File: config.mk
export PLATFORM = sky130hd
export DESIGN_NAME = mem_stage
export DESIGN_NICKNAME = d
export VERILOG_FILES = /design/src/rtl/mem_stage.sv
export SDC_FILE = /design/constraint.sdc
export NUM_CORES = 1
export LEC_CHECK = 0
export CAP_MARGIN = 20
export CORE_MARGIN = 2
export CORE_UTILIZATION = 47
export CTS_CLUSTER_DIAMETER = 60
export DETAILED_ROUTE_END_ITERATION = 16
export PLACE_DENSITY = 0.82
export SLEW_MARGIN = 25
export SYNTH_ARGS = -nofsm -noshare
export SYNTH_HDL_FRONTEND = slang
export SYNTH_SLANG_ARGS = --single-unit
File: constraint.sdc
create_clock -name clk -period 2.6 [get_ports clk]
set_input_delay 0.26 -clock clk [delete_from_list [all_inputs] [get_ports clk]]
set_output_delay 0.26 -clock clk [all_outputs]
set_load 0.02 [all_outputs]
File: src/rtl/mem_stage.sv
// mem_stage
//   Pipeline memory-access stage. Pass ops flow through combinationally.
//   Loads and stores become a sequence of single-byte transfers over a
//   byte-wide memory port, little-endian and without any alignment
//   restriction, with the pipeline stalled until the access completes.
//
// Ports
//   clk            sole clock, rising edge
//   rst            asynchronous active-low reset
//   wd_i/wreg_i    destination register / write enable from EX/MEM
//   wdata_i        ALU result, or the effective address for loads/stores
//   mmem_data_i    store data
//   op_type_i      0 pass, 1 LB, 2 LH, 3 LW, 4 LBU, 5 LHU, 6 SB, 7 SH, 8 SW,
//                  anything else pass
//   mem_req_o      byte request valid
//   mem_we_o       byte request is a write
//   mem_addr_o     byte address
//   mem_wdata_o    byte write data
//   mem_ready_i    controller accepts the request (sampled only while mem_req_o=1)
//   mem_rdata_i    returned read byte
//   mem_rvalid_i   mem_rdata_i valid (ignored outside the wait-for-data phase)
//   wd_o/wreg_o/wdata_o  to MEM/WB register
//   stallreq_o     holds the pipeline while an access is in progress
module mem_stage (
  input  logic        clk,
  input  logic        rst,
  input  logic [4:0]  wd_i,
  input  logic        wreg_i,
  input  logic [31:0] wdata_i,
  input  logic [31:0] mmem_data_i,
  input  logic [3:0]  op_type_i,
  output logic        mem_req_o,
  output logic        mem_we_o,
  output logic [31:0] mem_addr_o,
  output logic [7:0]  mem_wdata_o,
  input  logic        mem_ready_i,
  input  logic [7:0]  mem_rdata_i,
  input  logic        mem_rvalid_i,
  output logic [4:0]  wd_o,
  output logic        wreg_o,
  output logic [31:0] wdata_o,
  output logic        stallreq_o
);

  typedef enum logic [1:0] {
    S_IDLE,
    S_REQ,
    S_WAIT,
    S_DONE
  } state_t;

  state_t      state;
  state_t      state_n;
  logic [1:0]  idx;
  logic [31:0] base;
  logic [31:0] buffer;
  logic [3:0]  op_q;

  logic        op_store;
  logic [1:0]  last_idx;
  logic        last_byte;
  logic        new_mem_op;
  logic [31:0] load_result;

  function automatic logic is_load(input logic [3:0] op);
    return (op >= 4'd1) && (op <= 4'd5);
  endfunction

  function automatic logic is_store(input logic [3:0] op);
    return (op >= 4'd6) && (op <= 4'd8);
  endfunction

  // Index of the final byte of the access: N-1 for N = 1, 2 or 4.
  function automatic logic [1:0] last_of(input logic [3:0] op);
    logic [1:0] r;
    case (op)
      4'd1, 4'd4, 4'd6: r = 2'd0;
      4'd2, 4'd5, 4'd7: r = 2'd1;
      default:          r = 2'd3;
    endcase
    return r;
  endfunction

  assign new_mem_op = is_load(op_type_i) || is_store(op_type_i);
  assign op_store   = is_store(op_q);
  assign last_idx   = last_of(op_q);
  assign last_byte  = (idx == last_idx);

  // Next-state logic
  always_comb begin
    state_n = state;
    case (state)
      S_IDLE: if (new_mem_op) state_n = S_REQ;
      S_REQ: begin
        if (mem_ready_i) begin
          if (op_store) state_n = last_byte ? S_DONE : S_REQ;
          else          state_n = S_WAIT;
        end
      end
      S_WAIT: if (mem_rvalid_i) state_n = last_byte ? S_DONE : S_REQ;
      S_DONE: state_n = S_IDLE;
      default: state_n = S_IDLE;
    endcase
  end

  always_ff @(posedge clk or negedge rst) begin
    if (!rst) begin
      state  <= S_IDLE;
      idx    <= '0;
      base   <= '0;
      buffer <= '0;
      op_q   <= '0;
    end else begin
      state <= state_n;
      case (state)
        S_IDLE: begin
          if (new_mem_op) begin
            idx    <= '0;
            base   <= wdata_i;
            op_q   <= op_type_i;
            buffer <= '0;
          end
        end
        S_REQ: begin
          // Loads advance idx when their byte returns, stores on accept.
          if (mem_ready_i && op_store) idx <= idx + 2'd1;
        end
        S_WAIT: begin
          if (mem_rvalid_i) begin
            buffer[{idx, 3'b000} +: 8] <= mem_rdata_i;
            idx                        <= idx + 2'd1;
          end
        end
        S_DONE: idx <= '0;
        default: idx <= '0;
      endcase
    end
  end

  // Width/sign extension of the assembled load data
  always_comb begin
    case (op_q)
      4'd1:    load_result = {{24{buffer[7]}}, buffer[7:0]};
      4'd2:    load_result = {{16{buffer[15]}}, buffer[15:0]};
      4'd4:    load_result = {24'h0, buffer[7:0]};
      4'd5:    load_result = {16'h0, buffer[15:0]};
      default: load_result = buffer;
    endcase
  end

  // Outputs. Everything is forced to zero while rst is low, including the
  // combinational pass-through path.
  always_comb begin
    mem_req_o   = 1'b0;
    mem_we_o    = 1'b0;
    mem_addr_o  = '0;
    mem_wdata_o = '0;
    wd_o        = '0;
    wreg_o      = 1'b0;
    wdata_o     = '0;
    stallreq_o  = 1'b0;
    if (rst) begin
      case (state)
        S_IDLE: begin
          wd_o = wd_i;
          if (new_mem_op) begin
            stallreq_o = 1'b1;
          end else begin
            wreg_o  = wreg_i;
            wdata_o = wdata_i;
          end
        end
        S_REQ: begin
          wd_o        = wd_i;
          stallreq_o  = 1'b1;
          mem_req_o   = 1'b1;
          mem_we_o    = op_store;
          mem_addr_o  = base + {30'h0, idx};
          mem_wdata_o = mmem_data_i[{idx, 3'b000} +: 8];
        end
        S_WAIT: begin
          wd_o       = wd_i;
          stallreq_o = 1'b1;
        end
        S_DONE: begin
          wd_o = wd_i;
          if (!op_store) begin
            wreg_o  = wreg_i;
            wdata_o = load_result;
          end
        end
        default: ;
      endcase
    end
  end

endmodule

==> results of run 1 <==
-- metal layers --
layer	track usage [%]	vias up	part of all wire, %
met4	10.5	0	3.0
li1	-	2482	-
met5	0	-	0
met2	52.8	222	51
met1	40.6	2612	41
met3	3.04	45	5.4
-- state kept, by name, summed over array words and instances, names as in the netlist --
signal,count
idx,2
base,32
state,2
op_q,4
buffer,32
-- worst paths after layout --
check	endpoint	from	slack (ns)
hold / removal	state[0]	rst	0.35
setup / recovery	mem_addr_o[26]	base[0]	-0.23
hold reg to reg	buffer[10]	buffer[10]	0.48
setup reg to reg	buffer[17]	idx[0]	0.43
min in group clk	buffer[10]	buffer[10]	0.48
max in group asynchronous	buffer[17]	rst	1.07
-- layout make-up --
type	count	area, sq um	share of cell area (%)
Clock buffer	11	141	1.85
Clock inverter	5	80.1	1.05
Inverter	22	82.6	1.08
Multi-Input combinational cell	414	3070	40.3
Sequential cell	72	1800	23.6
Tap cell	136	170	2.23
Timing Repair Buffer	263	2280	29.9
-- kinds of logic (layout without fill, tap and decap cells) --
kind of cell    after synthesis  in the layout  synth area share (%)
mux                          46             46                  12.2
simple gates                198            198                  21.3
compound gates              145            145                  20.3
fa+ha+maj                    12             12                  3.17
flops                        72             72                  36.3
buf+inv                      55            301                  4.58
xor+xnor                     13             13                  2.29
-- power by group through the flow --
| stage | Clock, W | Combinational, W | Sequential [W] |
|---|---|---|---|
| floorplan | 0 | 0.00232 | 0.00176 |
| global placement | 0 | 0.00415 | 0.00169 |
| detailed placement | 0 | 0.00425 | 0.00172 |
| CTS | 0.000976 | 0.00426 | 0.00170 |
| global route | 0.00103 | 0.00472 | 0.00175 |
| finish | 0.000969 | 0.00439 | 0.00172 |
-- repair_timing --
| action | CTS | global route |
|---|---|---|
| endpoints found under the setup margin | 62 | 62 |
| hold buffers | 1 | 0 |
| pin swaps | 10 | 16 |
| endpoints found under the hold margin | 14 | 0 |
| gates resized for setup | 140 | 68 |
| setup buffers | 7 | 10 |
-- synthesized netlist by cell type (all sizes together) (12+ instances only) --
| library cell | instances | area (sq um) |
|---|---|---|
| o31ai | 25 | 188 |
| dfrtp | 72 | 1800 |
| mux2 | 35 | 394 |
| o2bb2ai | 16 | 140 |
| a21oi | 33 | 165 |
| o21ai | 27 | 139 |
| clkbuf | 19 | 71.3 |
| nand3 | 12 | 72.6 |
| nor2 | 37 | 141 |
| inv | 22 | 82.6 |
| nand2 | 60 | 225 |
| buf | 14 | 73.8 |
| and2 | 15 | 93.8 |
-- through the flow --
stage	cells	total power, W	setup TNS, ns	util (%)	worst slack [ns]
floorplan	541	0.00408	0	-	0.0739
detailed placement	889	0.00597	-6.26	70.8	-0.281
CTS	913	0.00693	-1.25	73.5	-0.220
finish	923	0.00708	-1.54	74.2	-0.233
global placement	889	0.00584	-4.15	70.8	-0.203
global route	923	0.00750	-3.39	74.2	-0.326
==> flow_metrics.tcl, run 1 <==
set metrics [dict create \
    status "finished with violations" \
    violations_in_the_final_reports "setup timing" \
    gp_congestion 0.994 \
    clkLatencyLatePin_ns 0.33 \
    setup_viol 13 \
    grt.overflow.total 0 \
    route.detailed.vias_per_inst 5.81 \
    layout.cells.most_common "sky130_fd_sc_hd__buf_4" \
    synth_enable_flop_cells 0 \
    grt_antenna_before_repair 0 \
    post_synthesis_instance_total 541 \
    clock_path_buffers 2 \
    start_kind "flip-flop" \
    power.share.sequential_pct 24.3 \
    floorplan.rows 37 \
    power_report.internal_total_w 0.00402 \
    die-area_sq_mm 0.0114 \
    cts_tree "built" \
    worst_pin_slew_ns 0.731 \
    drv.max_cap_violation_count 0 \
    die_w_microns 107 \
    yosys_warnings 0 \
    initial_utilization_pct 48.4 \
    critPathMaxStageDelay_ns 0.53 \
    port_buffers 166 \
    critical_path_class "reg2out" \
    postSynthNetCount 639 \
    layout_common_cells "105 x sky130_fd_sc_hd__buf_4, 101 x sky130_fd_sc_hd__clkdlybuf4s50_1, 72 x sky130_fd_sc_hd__dfrtp_1" \
    die_height_microns 107 \
    cts_buffers 9 \
    power_switching_w 0.00305 \
    power.leakage_nw 3.35 \
    firstDrtPassIters 5 \
    fmax_mhz 353 \
    signal_arrival_time_at_the_worst_endpoint_ns 2.57 \
    clkSinkCount 72 \
    core-area_sq_mm 0.0103 \
    fin_skew_ns 0.0116 \
    hold_viol_final 0 \
    synth.yosys.seq_area_share_pct 36.3 \
    grt_pass1_vias 5170 \
    synth_cell_types 60 \
    crit_path_cell_trace "ha_2 -> fa_2 -> and4_4 -> nand4_1 -> buf_4 -> or4_4 -> a21oi_4 -> buf_6" \
    final-max-slew-violation-count 0 \
    post_dp_cell_area_sq_mm 0.00727 \
    timing.critical_path.slowest_stage_cell "sky130_fd_sc_hd__or4_4" \
    end_kind "output port" \
    htree_levels 3 \
    power.combinational.fraction_pct 62.0 \
    netlist_area_sq_mm 0.00497 \
    grt_setup_unrepaired "true" \
    detailedRoute.firstIterationViolations 358 \
    drcViolationCount 0 \
    worst-path-stages 8 \
    post_dp_hpwl_microns 13700 \
    worst_path_buffer_plus_inverter_count 2 \
    clk_root_buffer_cell "sky130_fd_sc_hd__clkbuf_8" \
    clk_pin_slew_ns 0.07 \
    hold_class "in2async" \
    summed_area_of_non_filler_cells_in_the_final_layout_sq_mm 0.00762 \
    post_drt_antenna_nets 0 \
    cpLargestDelayFamily "simple AND/OR/NAND/NOR gates" \
    insertedDiodeCount 0 \
    ff2ff_path_depth 6 \
    clkPwrFrac_pct 13.7 \
    num_io_pins 167 \
    avgSynthCellArea_sq_um 9.19 \
    grt_start_max_net_pins 59 \
    routedWlPerCell_microns 19.1 \
    final.hold.worst_slack_ns 0.355 \
    ys_seq_elements 72 \
    routed_wirelength_microns 17700 \
    ys_async_sr_fraction_pct 100 \
    layout-drive-gt1-share_pct 29.4 \
    final_min_period_over_clock_period_pct 109 \
    timing.final.crit_period_ns 2.83 \
    cp.required_ns 2.34 \
    final_net_count 880 \
    num_vias 5361 \
    worst_slew_margin_rel_pct 51.3 \
    post-route-worst-setup-slack_ns -0.233 \
    grt_first_pass_wirelength_microns 27400 \
    grt_resource_usage_total_pct 30.7 \
    worst_ir_drop_vdd_mv 0.570 \
    cellPowerDensity_mw_per_mm2 928 \
    crit_path_max_fanout 4 \
    p_sw_share_pct 43.2 \
    dominantRegCellSynth "sky130_fd_sc_hd__dfrtp_1" \
    fill_cells 751 \
    synthToLayoutAreaGrowth_pct 53.4 \
]
Note: power is estimated with default switching activity, not from simulation.
==> inputs of run 2 (changes only) <==
--- a/config.mk
+++ b/config.mk
@@ -11,7 +11,6 @@
 export CTS_CLUSTER_DIAMETER = 60
 export DETAILED_ROUTE_END_ITERATION = 16
 export PLACE_DENSITY = 0.82
-export SLEW_MARGIN = 25
 export SYNTH_ARGS = -nofsm -noshare
 export SYNTH_HDL_FRONTEND = slang
 export SYNTH_SLANG_ARGS = --single-unit
==> results of run 2 <==
No change in the layout: final DEF, timing and power equal those of run 1.
==> inputs of run 3 (changes only) <==
--- a/config.mk
+++ b/config.mk
@@ -8,7 +8,6 @@
 export CAP_MARGIN = 20
 export CORE_MARGIN = 2
 export CORE_UTILIZATION = 47
-export CTS_CLUSTER_DIAMETER = 60
 export DETAILED_ROUTE_END_ITERATION = 16
 export PLACE_DENSITY = 0.82
 export SYNTH_ARGS = -nofsm -noshare
==> results of run 3 <==
No change in the layout: final DEF, timing and power equal those of run 1.
